==> src/rtl/stack_seq_if.sv <==
// Stack sequencer bus: SP command type, control-unit request/response and byte-wide memory port.
package stack_seq_pkg;
    typedef enum logic [2:0] {
        SP_NOP   = 3'd0,
        SP_INC_1 = 3'd1,
        SP_INC_2 = 3'd2,
        SP_DEC_1 = 3'd3,
        SP_DEC_2 = 3'd4
    } sp_operation_t;
endpackage

interface stack_seq_if #(
    parameter int ADDR_W = 14
);
    import stack_seq_pkg::*;

    logic                req;
    logic [1:0]          op;
    logic [15:0]         wdata;
    logic [ADDR_W-1:0]   sp_addr;
    logic                ready;
    logic                done;
    logic                err;
    logic [15:0]         rdata;
    logic [ADDR_W-1:0]   mem_addr;
    logic [7:0]          mem_wdata;
    logic                mem_we;
    logic                mem_re;
    logic [7:0]          mem_rdata;
    sp_operation_t       sp_operation;

    // Control unit, SP register and memory side
    modport master (
        output req, op, wdata, sp_addr, mem_rdata,
        input  ready, done, err, rdata, mem_addr, mem_wdata, mem_we, mem_re, sp_operation
    );

    // Sequencer side
    modport slave (
        input  req, op, wdata, sp_addr, mem_rdata,
        output ready, done, err, rdata, mem_addr, mem_wdata, mem_we, mem_re, sp_operation
    );
endinterface

==> src/rtl/stack_seq.sv <==
// Stack access sequencer: runs 8/16-bit PUSH/POP as byte-wide memory cycles,
// checks overflow/underflow against the sampled SP and commands the SP update.
module stack_seq
    import stack_seq_pkg::*;
#(
    parameter int                ADDR_W      = 14,
    parameter logic [ADDR_W-1:0] STACK_LIMIT = 14'h3000
) (
    input  logic       clk,
    input  logic       rst_n,
    stack_seq_if.slave bus
);

    localparam logic [2:0] IDLE = 3'd0;
    localparam logic [2:0] WR0  = 3'd1;
    localparam logic [2:0] WR1  = 3'd2;
    localparam logic [2:0] RD0  = 3'd3;
    localparam logic [2:0] RD1  = 3'd4;
    localparam logic [2:0] RDW  = 3'd5;
    localparam logic [2:0] ERR  = 3'd6;

    localparam logic [1:0] OP_PUSH8  = 2'd0;
    localparam logic [1:0] OP_PUSH16 = 2'd1;
    localparam logic [1:0] OP_POP8   = 2'd2;
    localparam logic [1:0] OP_POP16  = 2'd3;

    localparam logic [ADDR_W-1:0] ONE_A   = {{(ADDR_W-1){1'b0}}, 1'b1};
    localparam logic [ADDR_W-1:0] TWO_A   = {{(ADDR_W-2){1'b0}}, 2'b10};
    localparam logic [ADDR_W:0]   ONE_X   = {{ADDR_W{1'b0}}, 1'b1};
    localparam logic [ADDR_W:0]   TWO_X   = {{(ADDR_W-1){1'b0}}, 2'b10};
    localparam logic [ADDR_W:0]   LIMIT_X = {1'b0, STACK_LIMIT};
    localparam logic [ADDR_W:0]   TOP_X   = {1'b0, {ADDR_W{1'b1}}};

    // Bounds check done one bit wider than the address so nothing wraps.
    function automatic logic stack_fault(input logic [1:0] op, input logic [ADDR_W-1:0] s);
        logic [ADDR_W:0] s_x;
        s_x = {1'b0, s};
        case (op)
            OP_PUSH8:  stack_fault = (s_x < LIMIT_X);
            OP_PUSH16: stack_fault = (s_x < (LIMIT_X + ONE_X));
            OP_POP8:   stack_fault = ((s_x + ONE_X) > TOP_X);
            OP_POP16:  stack_fault = ((s_x + TWO_X) > TOP_X);
            default:   stack_fault = 1'b1;
        endcase
    endfunction

    logic [2:0]        state_r,     state_s;
    logic              ready_r,     ready_s;
    logic              done_r,      done_s;
    logic              err_r,       err_s;
    logic              mem_we_r,    mem_we_s;
    logic              mem_re_r,    mem_re_s;
    logic [ADDR_W-1:0] mem_addr_r,  mem_addr_s;
    logic [7:0]        mem_wdata_r, mem_wdata_s;
    sp_operation_t     sp_op_r,     sp_op_s;
    logic [1:0]        op_r,        op_s;
    logic [7:0]        wlo_r,       wlo_s;
    logic [ADDR_W-1:0] sp_r,        sp_s;
    logic [7:0]        lo_r,        lo_s;
    logic [15:0]       rdata_r,     rdata_s;
    logic [15:0]       pop_value_s;

    // Assemble the popped value from the byte arriving now and the captured low byte.
    always_comb begin
        if (op_r == OP_POP16) begin
            pop_value_s = {bus.mem_rdata, lo_r};
        end else begin
            pop_value_s = {8'h00, bus.mem_rdata};
        end
    end

    // Next-state and next-output decode; every output is loaded for the cycle it belongs to.
    always_comb begin
        state_s     = state_r;
        done_s      = 1'b0;
        err_s       = 1'b0;
        mem_we_s    = 1'b0;
        mem_re_s    = 1'b0;
        mem_addr_s  = mem_addr_r;
        mem_wdata_s = mem_wdata_r;
        sp_op_s     = SP_NOP;
        op_s        = op_r;
        wlo_s       = wlo_r;
        sp_s        = sp_r;
        lo_s        = lo_r;
        rdata_s     = rdata_r;
        case (state_r)
            IDLE: begin
                if (bus.req) begin
                    op_s  = bus.op;
                    wlo_s = bus.wdata[7:0];
                    sp_s  = bus.sp_addr;
                    if (stack_fault(bus.op, bus.sp_addr)) begin
                        state_s = ERR;
                        done_s  = 1'b1;
                        err_s   = 1'b1;
                    end else begin
                        case (bus.op)
                            OP_PUSH8: begin
                                state_s     = WR1;
                                mem_we_s    = 1'b1;
                                mem_addr_s  = bus.sp_addr;
                                mem_wdata_s = bus.wdata[7:0];
                                sp_op_s     = SP_DEC_1;
                                done_s      = 1'b1;
                            end
                            OP_PUSH16: begin
                                state_s     = WR0;
                                mem_we_s    = 1'b1;
                                mem_addr_s  = bus.sp_addr;
                                mem_wdata_s = bus.wdata[15:8];
                            end
                            default: begin
                                state_s    = RD0;
                                mem_re_s   = 1'b1;
                                mem_addr_s = bus.sp_addr + ONE_A;
                            end
                        endcase
                    end
                end else begin
                    state_s = IDLE;
                end
            end
            WR0: begin
                state_s     = WR1;
                mem_we_s    = 1'b1;
                mem_addr_s  = sp_r - ONE_A;
                mem_wdata_s = wlo_r;
                sp_op_s     = SP_DEC_2;
                done_s      = 1'b1;
            end
            RD0: begin
                state_s = RDW;
                if (op_r == OP_POP16) begin
                    state_s    = RD1;
                    mem_re_s   = 1'b1;
                    mem_addr_s = sp_r + TWO_A;
                end else begin
                    sp_op_s = SP_INC_1;
                    done_s  = 1'b1;
                end
            end
            RD1: begin
                state_s = RDW;
                lo_s    = bus.mem_rdata;
                sp_op_s = SP_INC_2;
                done_s  = 1'b1;
            end
            RDW: begin
                state_s = IDLE;
                rdata_s = pop_value_s;
            end
            default: begin
                state_s = IDLE;
            end
        endcase
        ready_s = (state_s == IDLE);
    end

    // State and output registers; reset abandons any op in flight.
    always_ff @(posedge clk) begin
        if (!rst_n) begin
            state_r     <= IDLE;
            ready_r     <= 1'b1;
            done_r      <= 1'b0;
            err_r       <= 1'b0;
            mem_we_r    <= 1'b0;
            mem_re_r    <= 1'b0;
            mem_addr_r  <= {ADDR_W{1'b0}};
            mem_wdata_r <= 8'h00;
            sp_op_r     <= SP_NOP;
            op_r        <= 2'd0;
            wlo_r       <= 8'h00;
            sp_r        <= {ADDR_W{1'b0}};
            lo_r        <= 8'h00;
            rdata_r     <= 16'h0000;
        end else begin
            state_r     <= state_s;
            ready_r     <= ready_s;
            done_r      <= done_s;
            err_r       <= err_s;
            mem_we_r    <= mem_we_s;
            mem_re_r    <= mem_re_s;
            mem_addr_r  <= mem_addr_s;
            mem_wdata_r <= mem_wdata_s;
            sp_op_r     <= sp_op_s;
            op_r        <= op_s;
            wlo_r       <= wlo_s;
            sp_r        <= sp_s;
            lo_r        <= lo_s;
            rdata_r     <= rdata_s;
        end
    end

    assign bus.ready        = ready_r;
    assign bus.done         = done_r;
    assign bus.err          = err_r;
    assign bus.mem_we       = mem_we_r;
    assign bus.mem_re       = mem_re_r;
    assign bus.mem_addr     = mem_addr_r;
    assign bus.mem_wdata    = mem_wdata_r;
    assign bus.sp_operation = sp_op_r;
    // Read data only arrives in the done cycle, so the pop result passes straight
    // through then and is held from the register afterwards.
    assign bus.rdata        = (state_r == RDW) ? pop_value_s : rdata_r;

endmodule

==> src/flat_wrapper.sv <==
// flat-port wrapper written by rule: the top's interface ports become plain ports
module stack_seq_flat import stack_seq_pkg::*;
#(
    parameter int                ADDR_W      = 14,
    parameter logic [ADDR_W-1:0] STACK_LIMIT = 14'h3000
)
  (clk, rst_n, bus_req, bus_op, bus_wdata, bus_sp_addr, bus_mem_rdata, bus_ready, bus_done, bus_err, bus_rdata, bus_mem_addr, bus_mem_wdata, bus_mem_we, bus_mem_re, bus_sp_operation);
  stack_seq_if #(.ADDR_W(ADDR_W)) bus_i ();
  input  logic clk;
  input  logic rst_n;
  input wire logic [$bits(bus_i.req)-1:0] bus_req;
  input wire logic [$bits(bus_i.op)-1:0] bus_op;
  input wire logic [$bits(bus_i.wdata)-1:0] bus_wdata;
  input wire logic [$bits(bus_i.sp_addr)-1:0] bus_sp_addr;
  input wire logic [$bits(bus_i.mem_rdata)-1:0] bus_mem_rdata;
  output wire logic [$bits(bus_i.ready)-1:0] bus_ready;
  output wire logic [$bits(bus_i.done)-1:0] bus_done;
  output wire logic [$bits(bus_i.err)-1:0] bus_err;
  output wire logic [$bits(bus_i.rdata)-1:0] bus_rdata;
  output wire logic [$bits(bus_i.mem_addr)-1:0] bus_mem_addr;
  output wire logic [$bits(bus_i.mem_wdata)-1:0] bus_mem_wdata;
  output wire logic [$bits(bus_i.mem_we)-1:0] bus_mem_we;
  output wire logic [$bits(bus_i.mem_re)-1:0] bus_mem_re;
  output wire logic [$bits(bus_i.sp_operation)-1:0] bus_sp_operation;
  assign bus_i.req = bus_req;
  assign bus_i.op = bus_op;
  assign bus_i.wdata = bus_wdata;
  assign bus_i.sp_addr = bus_sp_addr;
  assign bus_i.mem_rdata = bus_mem_rdata;
  assign bus_ready = bus_i.ready;
  assign bus_done = bus_i.done;
  assign bus_err = bus_i.err;
  assign bus_rdata = bus_i.rdata;
  assign bus_mem_addr = bus_i.mem_addr;
  assign bus_mem_wdata = bus_i.mem_wdata;
  assign bus_mem_we = bus_i.mem_we;
  assign bus_mem_re = bus_i.mem_re;
  assign bus_sp_operation = bus_i.sp_operation;
  stack_seq #(.ADDR_W(ADDR_W), .STACK_LIMIT(STACK_LIMIT)) u_core (.clk(clk), .rst_n(rst_n), .bus(bus_i));
endmodule
==> config.mk <==
export PLATFORM = sky130hd
export DESIGN_NAME = stack_seq_flat
export DESIGN_NICKNAME = d
export VERILOG_FILES = /design/src/rtl/stack_seq_if.sv /design/src/rtl/stack_seq.sv /design/src/flat_wrapper.sv
export SDC_FILE = /design/constraint.sdc
export NUM_CORES = 1
export LEC_CHECK = 0
export CAP_MARGIN = 20
export CORE_UTILIZATION = 53
export CTS_CLUSTER_DIAMETER = 50
export CTS_CLUSTER_SIZE = 10
export DETAILED_ROUTE_END_ITERATION = 16
export GPL_ROUTABILITY_DRIVEN = 0
export GPL_TIMING_DRIVEN = 0
export PLACE_DENSITY_LB_ADDON = 0.12
export SYNTH_ARGS = -nofsm -noshare
export SYNTH_HDL_FRONTEND = slang
export SYNTH_SLANG_ARGS = --single-unit
==> constraint.sdc <==
create_clock -name clk -period 3 [get_ports clk]
set_input_delay 0.6 -clock clk [delete_from_list [all_inputs] [get_ports clk]]
set_output_delay 0.6 -clock clk [all_outputs]
set_load 0.02 [all_outputs]
Yosys cells after proc, flatten, opt, wreduce, memory -nomap -nowiden
Cells that the tools add are included.
{"block": "classes", "add_sub_neg": 5, "order_cmp": 4, "n_eq_ne": 12, "muxes": 39, "reduce_logical": 11}
{"operator": "$mux W14", "count": 4}
{"operator": "$pmux W14 S3", "count": 1}
{"operator": "$mux W16", "count": 2}
{"operator": "$pmux W8 S2", "count": 2}
{"operator": "$gt A15 B14 Y1 const B", "count": 2}
{"operator": "$lt A14 B14 Y1 const B", "count": 2}
{"operator": "$pmux W3 S4", "count": 2}
{"operator": "$mux W1", "count": 16}
{"operator": "$mux W8", "count": 2}
{"operator": "$add A14 B1 Y15 const B", "count": 1}
{"operator": "$add A14 B2 Y15 const B", "count": 1}
{"operator": "$add A14 B1 Y14 const B", "count": 1}
{"operator": "$add A14 B2 Y14 const B", "count": 1}
{"operator": "$sub A14 B1 Y14 const B", "count": 1}
{"operator": "$mux W3", "count": 4}
{"operator": "$reduce_and A4 Y1", "count": 2}
{"operator": "$eq A2 B2 Y1 const B", "count": 3}
{"operator": "$eq A3 B3 Y1 const B", "count": 2}
{"operator": "$logic_not A3 Y1", "count": 2}
{"operator": "$ne A2 B2 Y1 const B", "count": 2}
{"operator": "$pmux W1 S2", "count": 2}
{"operator": "$pmux W1 S4", "count": 1}
{"operator": "$pmux W2 S2", "count": 1}
{"operator": "$reduce_or A2 Y1", "count": 2}
{"operator": "other kinds (12)", "count": 12}
{"block": "word_totals", "register_bits": 81, "out_inout_bits": 46, "word_cells": 85}

Longest topological paths before layout
Gate-level depths: netlist of the first run.
{"block": "logic_depth", "word_depth": 9, "ltp_mapped": 12, "ltp_nobuf": 9}

Worst setup path before layout of the first run
Ideal clock, no wire load.
{"block": "synth_path", "kind": "input port to flip-flop", "startpoint": "input bus_sp_addr[1]", "endpoint": "register u_core.mem_addr_r[3], in the netlist u_core.bus.mem_addr[3]", "arrival_ns": 2.411, "t_required_ns": 2.866, "slack_ns": 0.455, "stages": 10, "cell_sequence": "ha_1 > buf_2 > and4bb_1 > o41ai_2 > a211oi_1 > and3_4 > a2bb2oi_4 > buf_2 > mux2i_1 > o221ai_1"}
{"block": "synth_between", "elab_chain_cells": 7}
{"item": "start, declared", "line_no": "flat_wrapper.sv:14", "text": "input wire logic [$bits(bus_i.sp_addr)-1:0] bus_sp_addr;"}
{"item": "$add A14 B2 Y15 or $add A14 B1 Y15 (tied branches)", "line_no": "stack_seq.sv:42, stack_seq.sv:41"}
{"item": "$gt A15 B14 Y1 (on tied branches)", "line_no": "stack_seq.sv:42, stack_seq.sv:41"}
{"item": "$pmux W1 S4", "line_no": "stack_seq.sv:38", "text": "case (op)"}
{"item": "$mux W1", "line_no": "stack_seq.sv:89", "text": "if (bus.req) begin"}
{"item": "$mux W1", "line_no": "stack_seq.sv:87", "text": "case (state_r)"}
{"item": "$ne A2 B2 Y1 (no source line)"}
{"item": "$reduce_and A4 Y1 (no source line)"}
{"item": "end signal, assigned", "line_no": "stack_seq.sv:169", "text": "mem_addr_r <= {ADDR_W{1'b0}};"}
{"item": "end signal, assigned", "line_no": "stack_seq.sv:184", "text": "mem_addr_r <= mem_addr_s;"}
{"item": "end, declared", "line_no": "stack_seq.sv:53", "text": "logic [ADDR_W-1:0] mem_addr_r, mem_addr_s;"}
Parallel ways exist; a longest one is shown, timed or not. The select of a mux whose other input is x is not followed.
A chain may end at the register's enable or synchronous reset.

Final worst setup path of the first run
{"block": "layout_path", "startpoint": "input bus_sp_addr[8]", "endpoint": "register u_core.mem_addr_r[3], in the netlist u_core.bus.mem_addr[3]"}
{"block": "layout_between", "elab_chain_cells": 7}
{"item": "$add A14 B2 Y15 or $add A14 B1 Y15 (tied branches)", "line_no": "stack_seq.sv:42, stack_seq.sv:41"}
{"item": "$gt A15 B14 Y1 (on tied branches)", "line_no": "stack_seq.sv:42, stack_seq.sv:41"}
{"item": "$pmux W1 S4 (*)", "line_no": "stack_seq.sv:38"}
{"item": "$mux W1 (*)", "line_no": "stack_seq.sv:89"}
{"item": "$mux W1 (*)", "line_no": "stack_seq.sv:87"}
{"item": "$ne A2 B2 Y1 (no source line) (*)"}
{"item": "$reduce_and A4 Y1 (no source line) (*)"}
Every way passes the cells marked *; elsewhere a longest branch is shown, timed or not. The select of a mux whose other input is x is not followed.

==> impl_metrics.toml, run 1 <==
[status]
outcome = "finished clean"

[route]
viasPerCell = 6.11
postRouteAntennaNets = 0
vias = 5185
first_pass_iters = 7
wl_per_cell_um = 17.1
initialDrtViolationCount = 503
totalWireLength_um = 14500
drc_errors = 0

[logic_synthesis]
yosys-top-cells-count = "124 x nand2_1, 81 x dfxtp_1, 43 x nand3_1"
synth_top_cell_by_area = "dfxtp_1"
synth.most_common_cell = "nand2_1"
ys_seq_area_frac = 0.326
synth.avg_cell_area_um2 = 7.80
yosys_register_bits = 81
synth_ff_type = "dfxtp_1"
synth_top_area_share = 0.326
synth_edf_count = 0
ys_types = 60
yosys_warnings = 0
synthesis.area_mm2 = 0.00498
synthTopCellsByArea = "dfxtp_1 33%, nand2_1 9.3%, a21boi_0 4.8%"
ys_async_sr_fraction = 0
syn_inst = 639
synth_fp_nets = 692

[sta]
setup_viol_count_final = 0
max_freq_mhz = 345
final_max_slew_viol_count = 0
period_minus_slack_ns = 2.90
worst_pin_slew_ns = 0.886
setup_tns_ns = 0
finalHoldViolCount = 0
min_period_over_period = 0.965
relSlewSlack = 0.405
skew_ns = 0.00835
rsz0062_at_grt = "no"

[placement]
placedCellCount = 832
io_buffers = 82
hpwl_um = 10500

[finish]
post-route-util = 0.688
fin_cells = 849
layout-drive-gt1-share = 0.0908
nets = 787
area_growth_pct = 26.5
diodes = 0

[job]
maxCapViolations = 0

[floorplanning]
rows = 35
dieArea_mm2 = 0.00979
initial_core_util = 0.544
die_height_um = 98.9
die_w_um = 98.9
core_area_mm2 = 0.00915
io_pins = 89

[setup_path]
slowest_delay_ns = 0.55
reg2reg_slack_ns = 0.55
cp_num_buf_inv = 4
required_ns = 3.23
crit_chain = "clkdlybuf4s50_1, buf_4, nand3_1, nor4_1, o21ai_0, nand3_1, a2bb2oi_4, buf_4, buf_6, mux2i_1, o221ai_1"
critPathArrivalTime_ns = 3.13
slowest_stage = "clkdlybuf4s50_1"
path_class = "in2reg"
cp_max_fo = 10
worst_setup_path_end_kind = "flip-flop"
critical_path.top_delay_family = "buffers and inverters"
worstSetupStartpointType = "primary input"

[worst_hold_path]
hold_class = "reg2reg"

[cts]
htree_levels = 3
clock_sinks = 81
clk_latency_ns = 0.36
cts_inserted_buffers = 9
cts_tree = "done"
holdBufCountCts = 0
cts-root-buf = "clkbuf_8"
cts.reportedPaths.clkPinSlew_ns = 0.09
cts_buffer_depth = 2

[pwr]
p_per_area_mw_per_mm2 = 571
cellLeakagePower_uw = 0.00229
vdd_ir_drop_max_mv = 0.285
total_power_uw = 3600

[global_routing]
grt_max_degree = 15
grt-ovfl-total = 0
antenna_found_initial = 0
grt_pass1_wl_um = 22700
grtUsageTotal = 0.290
grt_pass1_vias = 4603
-- cells in the final DEF, fill, tap and decap left out, types with 3 or more instances in the layout --
| cell type | instances |
|---|---|
| nand2_1 | 124 |
| nand2b_1 | 5 |
| inv_1 | 12 |
| nor3_2 | 3 |
| buf_4 | 12 |
| nor2_1 | 31 |
| and3_1 | 3 |
| o311ai_1 | 3 |
| clkdlybuf4s50_1 | 77 |
| and2_1 | 22 |
| clkbuf_1 | 28 |
| buf_2 | 5 |
| o211ai_1 | 15 |
| nor2b_1 | 4 |
| a21oi_1 | 9 |
| clkbuf_4 | 4 |
| buf_6 | 3 |
| dlymetal6s2s_1 | 4 |
| a2111oi_2 | 3 |
| xor2_1 | 15 |
| a311o_1 | 6 |
| dfxtp_1 | 81 |
| mux2i_1 | 18 |
| a21boi_0 | 32 |
| bufinv_16 | 3 |
| nor3_1 | 15 |
| o21a_1 | 6 |
| o32ai_1 | 4 |
| nand3_1 | 43 |
| a31oi_1 | 5 |
| and4bb_1 | 3 |
| xnor2_1 | 17 |
| or3_1 | 4 |
| nand4_1 | 10 |
| ha_1 | 10 |
| clkbuf_2 | 3 |
| o21ai_0 | 32 |
| clkbuf_8 | 9 |
| nor4_1 | 8 |
-- through the flow --
| stage | area [µm²] | hold WS (ns) | worst slack, ns |
|---|---|---|---|
| 2_1_floorplan | 4980 | 0.443 | 0.455 |
| 3_3_place_gp | 5940 | 0.450 | -0.563 |
| 3_5_place_dp | 5940 | 0.460 | -0.583 |
| 4_1_cts | 6190 | 0.473 | 0.0233 |
| 5_1_grt | 6300 | 0.497 | 0.00563 |
| 6_report | 6300 | 0.471 | 0.105 |
-- flip-flops by register name, indices dropped and copies added (netlist names), 2 cells and up --
| name | cells |
|---|---|
| u_core.bus.sp_operation | 3 |
| u_core.bus.mem_addr | 14 |
| u_core.lo_r | 8 |
| u_core.wlo_r | 8 |
| u_core.rdata_r | 16 |
| u_core.sp_r | 14 |
| u_core.bus.mem_wdata | 8 |
| u_core.state_r | 3 |
| u_core.op_r | 2 |
-- power breakdown --
group,switching (µW),internal (µW)
sequential,108,1220
combinational,753,531
clock,433,554
-- cell type report --
type	count	area, µm²
Sequential cell	81	1620
Tap cell	111	139
Inverter	12	45.0
Timing Repair Buffer	85	848
Clock inverter	6	115
Buffer	54	294
Clock buffer	9	124
Fill cell	743	2850
Multi-Input combinational cell	491	3110
-- worst register-to-register path: cells and delay by family (launching register included) --
kind / cells / cell delay, ns
AOI/OAI and AO/OA: 3 / 0.77
DFF: 1 / 0.36
and+or+nand+nor: 3 / 1.10
buffers and inverters: 1 / 0.16
-- routing by layer --
layer / track usage / share of wire / routed length, µm / up-vias
li1: - / - / - / 2447
met1: 0.400 / 0.43 / 6290 / 2450
met2: 0.461 / 0.46 / 6610 / 258
met3: 0.0433 / 0.088 / 1270 / 30
met4: 0.103 / 0.023 / 329 / 0
met5: 0 / 0 / 0 / -
-- timing repair --
item / CTS / global route
pin swaps: 1 / 3
setup buffers: 0 / 3
setup endpoints to repair: 30 / 41
endpoints found under the hold margin: 0 / 0
resized for setup: 6 / 30
-- final timing paths --
check                                        from                endpoint  depth (start not counted)
worst max-delay path               bus_sp_addr[8]  u_core.bus.mem_addr[3]                         11
worst min-delay path               u_core.lo_r[2]          u_core.lo_r[2]                          2
worst max register to register  u_core.state_r[2]  u_core.bus.mem_addr[0]                          7
worst min register to register     u_core.lo_r[2]          u_core.lo_r[2]                          2
-- kinds of logic (layout without fill, tap and decap cells) --
family / after synthesis / after routing / synth area share
flip-flops: 81 / 81 / 0.326
adder cells (fa/ha/maj): 10 / 10 / 0.0251
multiplexers: 18 / 18 / 0.0362
buffers and inverters: 67 / 166 / 0.0620
AO/OA/AOI/OAI: 140 / 140 / 0.209
AND/OR/NAND/NOR: 291 / 291 / 0.286
XOR/XNOR: 32 / 32 / 0.0563
No activity file was read; power rests on OpenSTA's default activity.
==> inputs of run 2 (changes only) <==
--- a/config.mk
+++ b/config.mk
@@ -6,6 +6,7 @@
 export NUM_CORES = 1
 export LEC_CHECK = 0
 export CAP_MARGIN = 20
+export CORE_MARGIN = 2
 export CORE_UTILIZATION = 53
 export CTS_CLUSTER_DIAMETER = 50
 export CTS_CLUSTER_SIZE = 10
==> impl_metrics.toml, run 2 (synthesized netlist as in run 1, its figures left out) <==
[route]
initialDrtViolationCount = 322
drc_errors = 0
vias = 5196
postRouteAntennaNets = 0
viasPerCell = 6.11
wl_per_cell_um = 17.3
totalWireLength_um = 14700
first_pass_iters = 5

[sta]
skew_ns = 0.0107
max_freq_mhz = 330
worst_pin_slew_ns = 0.958
setup_slack_ns = -0.0308
final_max_slew_viol_count = 0
period_minus_slack_ns = 3.03
min_period_over_period = 1.01
finalHoldViolCount = 0
setup_viol_count_final = 9
relSlewSlack = 0.356

[finish]
mostFrequentLayoutCell = "nand2_1"
layout-drive-gt1-share = 0.0973
largest_reg_flops = 16
area_growth_pct = 26.5
post-route-util = 0.685
diodes = 0
fillerInstances = 791
nets = 788
top_register = "u_core.rdata_r"
layout_common_cells = "124 x nand2_1, 81 x dfxtp_1, 76 x clkdlybuf4s50_1"

[job]
maxCapViolations = 0

[global_routing]
grt_pass1_vias = 4740
antenna_found_initial = 0
grt-ovfl-total = 0
grtUsageTotal = 0.288
grt_pass1_wl_um = 23300
grt_max_degree = 16

[setup_path]
worst_setup_path_end_kind = "flip-flop"
path_class = "in2reg"
required_ns = 3.26
r2r_start = "u_core.state_r[2]"
startpoint = "bus_op[1]"
cp_max_fo = 10
r2r_cells = 7
critPathArrivalTime_ns = 3.29
worstSetupStartpointType = "primary input"

[pwr]
vdd_ir_drop_max_mv = 0.278
cellLeakagePower_uw = 0.00231
seqPwrFrac = 0.390
switching_power_uw = 1300
power_frac_clock = 0.223
total_power_uw = 3390
comb_power_share = 0.387
switching_share = 0.383
p_per_area_mw_per_mm2 = 538
power.internal_uw = 2090

[status]
violations = "setup timing"
outcome = "complete, but fails checks"

[cts]
htree_levels = 3
cts.reportedPaths.clkPinSlew_ns = 0.09
cts-root-buf = "clkbuf_8"
clock_sinks = 81
cts_tree = "done"
cts_buffer_depth = 2
cts_inserted_buffers = 9
clk_latency_ns = 0.36

[placement]
preCtsSetupSlack_ns = -0.605
hpwl_um = 10800
io_buffers = 82

[floorplanning]
dieArea_mm2 = 0.0102
die_height_um = 101
initial_core_util = 0.542
rows = 35
core_area_mm2 = 0.00920
io_pins = 89
die_w_um = 101

[worst_hold_path]
whs_path_depth = 2
hp-start = "u_core.lo_r[1]"
hold_class = "reg2reg"
## run 2: worst paths after layout
kind,slack [ns],endpoint
setup / recovery,-0.03,u_core.bus.mem_addr[9]
hold / removal,0.47,u_core.lo_r[1]
setup reg to reg,0.48,u_core.bus.sp_operation[0]
hold reg to reg,0.47,u_core.lo_r[1]
## run 2: worst max-delay path, stage by stage
cell	delay [ns]
clkdlybuf4s50_1	0.66
nand2_1	0.17
a2111oi_0	0.46
o2111a_1	0.33
and3_4	0.21
a2bb2oi_4	0.28
buf_8	0.17
buf_4	0.17
nand3_1	0.10
o311ai_1	0.12
## run 2: area by class of cell
class                           count  area, µm²  area share
Inverter                           12       45.0     0.00715
Tap cell                          111        139      0.0220
Sequential cell                    81       1620       0.257
Timing Repair Buffer               86        876       0.139
Clock buffer                       10        138      0.0218
Clock inverter                      6       48.8     0.00774
Multi-Input combinational cell    491       3140       0.499
Buffer                             54        293      0.0465
## run 2: layer usage
metal,GRT usage,vias to the layer above,share of wire
met5,0,-,0
met2,0.466,279,0.47
li1,-,2453,-
met3,0.0499,26,0.091
met4,0.0769,0,0.014
met1,0.396,2438,0.42
## run 2: stage by stage
step                hold slack [ns]  cells  instance area [µm²]  setup TNS (ns)
global route                  0.501    851                 6300         -0.0442
CTS                           0.473    848                 6150               0
detailed placement            0.460    832                 5940          -13.17
global placement              0.452    832                 5940          -11.58
finish                        0.471    851                 6300          -0.117
floorplan                     0.443    639                 4980               0
## run 2: what timing repair did
| action | CTS | global route |
|---|---|---|
| pin swaps | 2 | 6 |
| endpoints found under the setup margin | 32 | 43 |
| hold buffers | 0 | 0 |
| resized for setup | 7 | 36 |
| endpoints found under the hold margin | 0 | 0 |
| buffers inserted | 1 | 2 |
| cloned | 0 | 1 |
## run 2: power by group through the flow
stage	clock, µW	combinational, µW	sequential, µW
after floorplan	0	719	1420
after global placement	0	1210	1340
after detailed placement	0	1240	1350
after CTS	767	1250	1320
after global routing	812	1420	1340
final	756	1310	1320
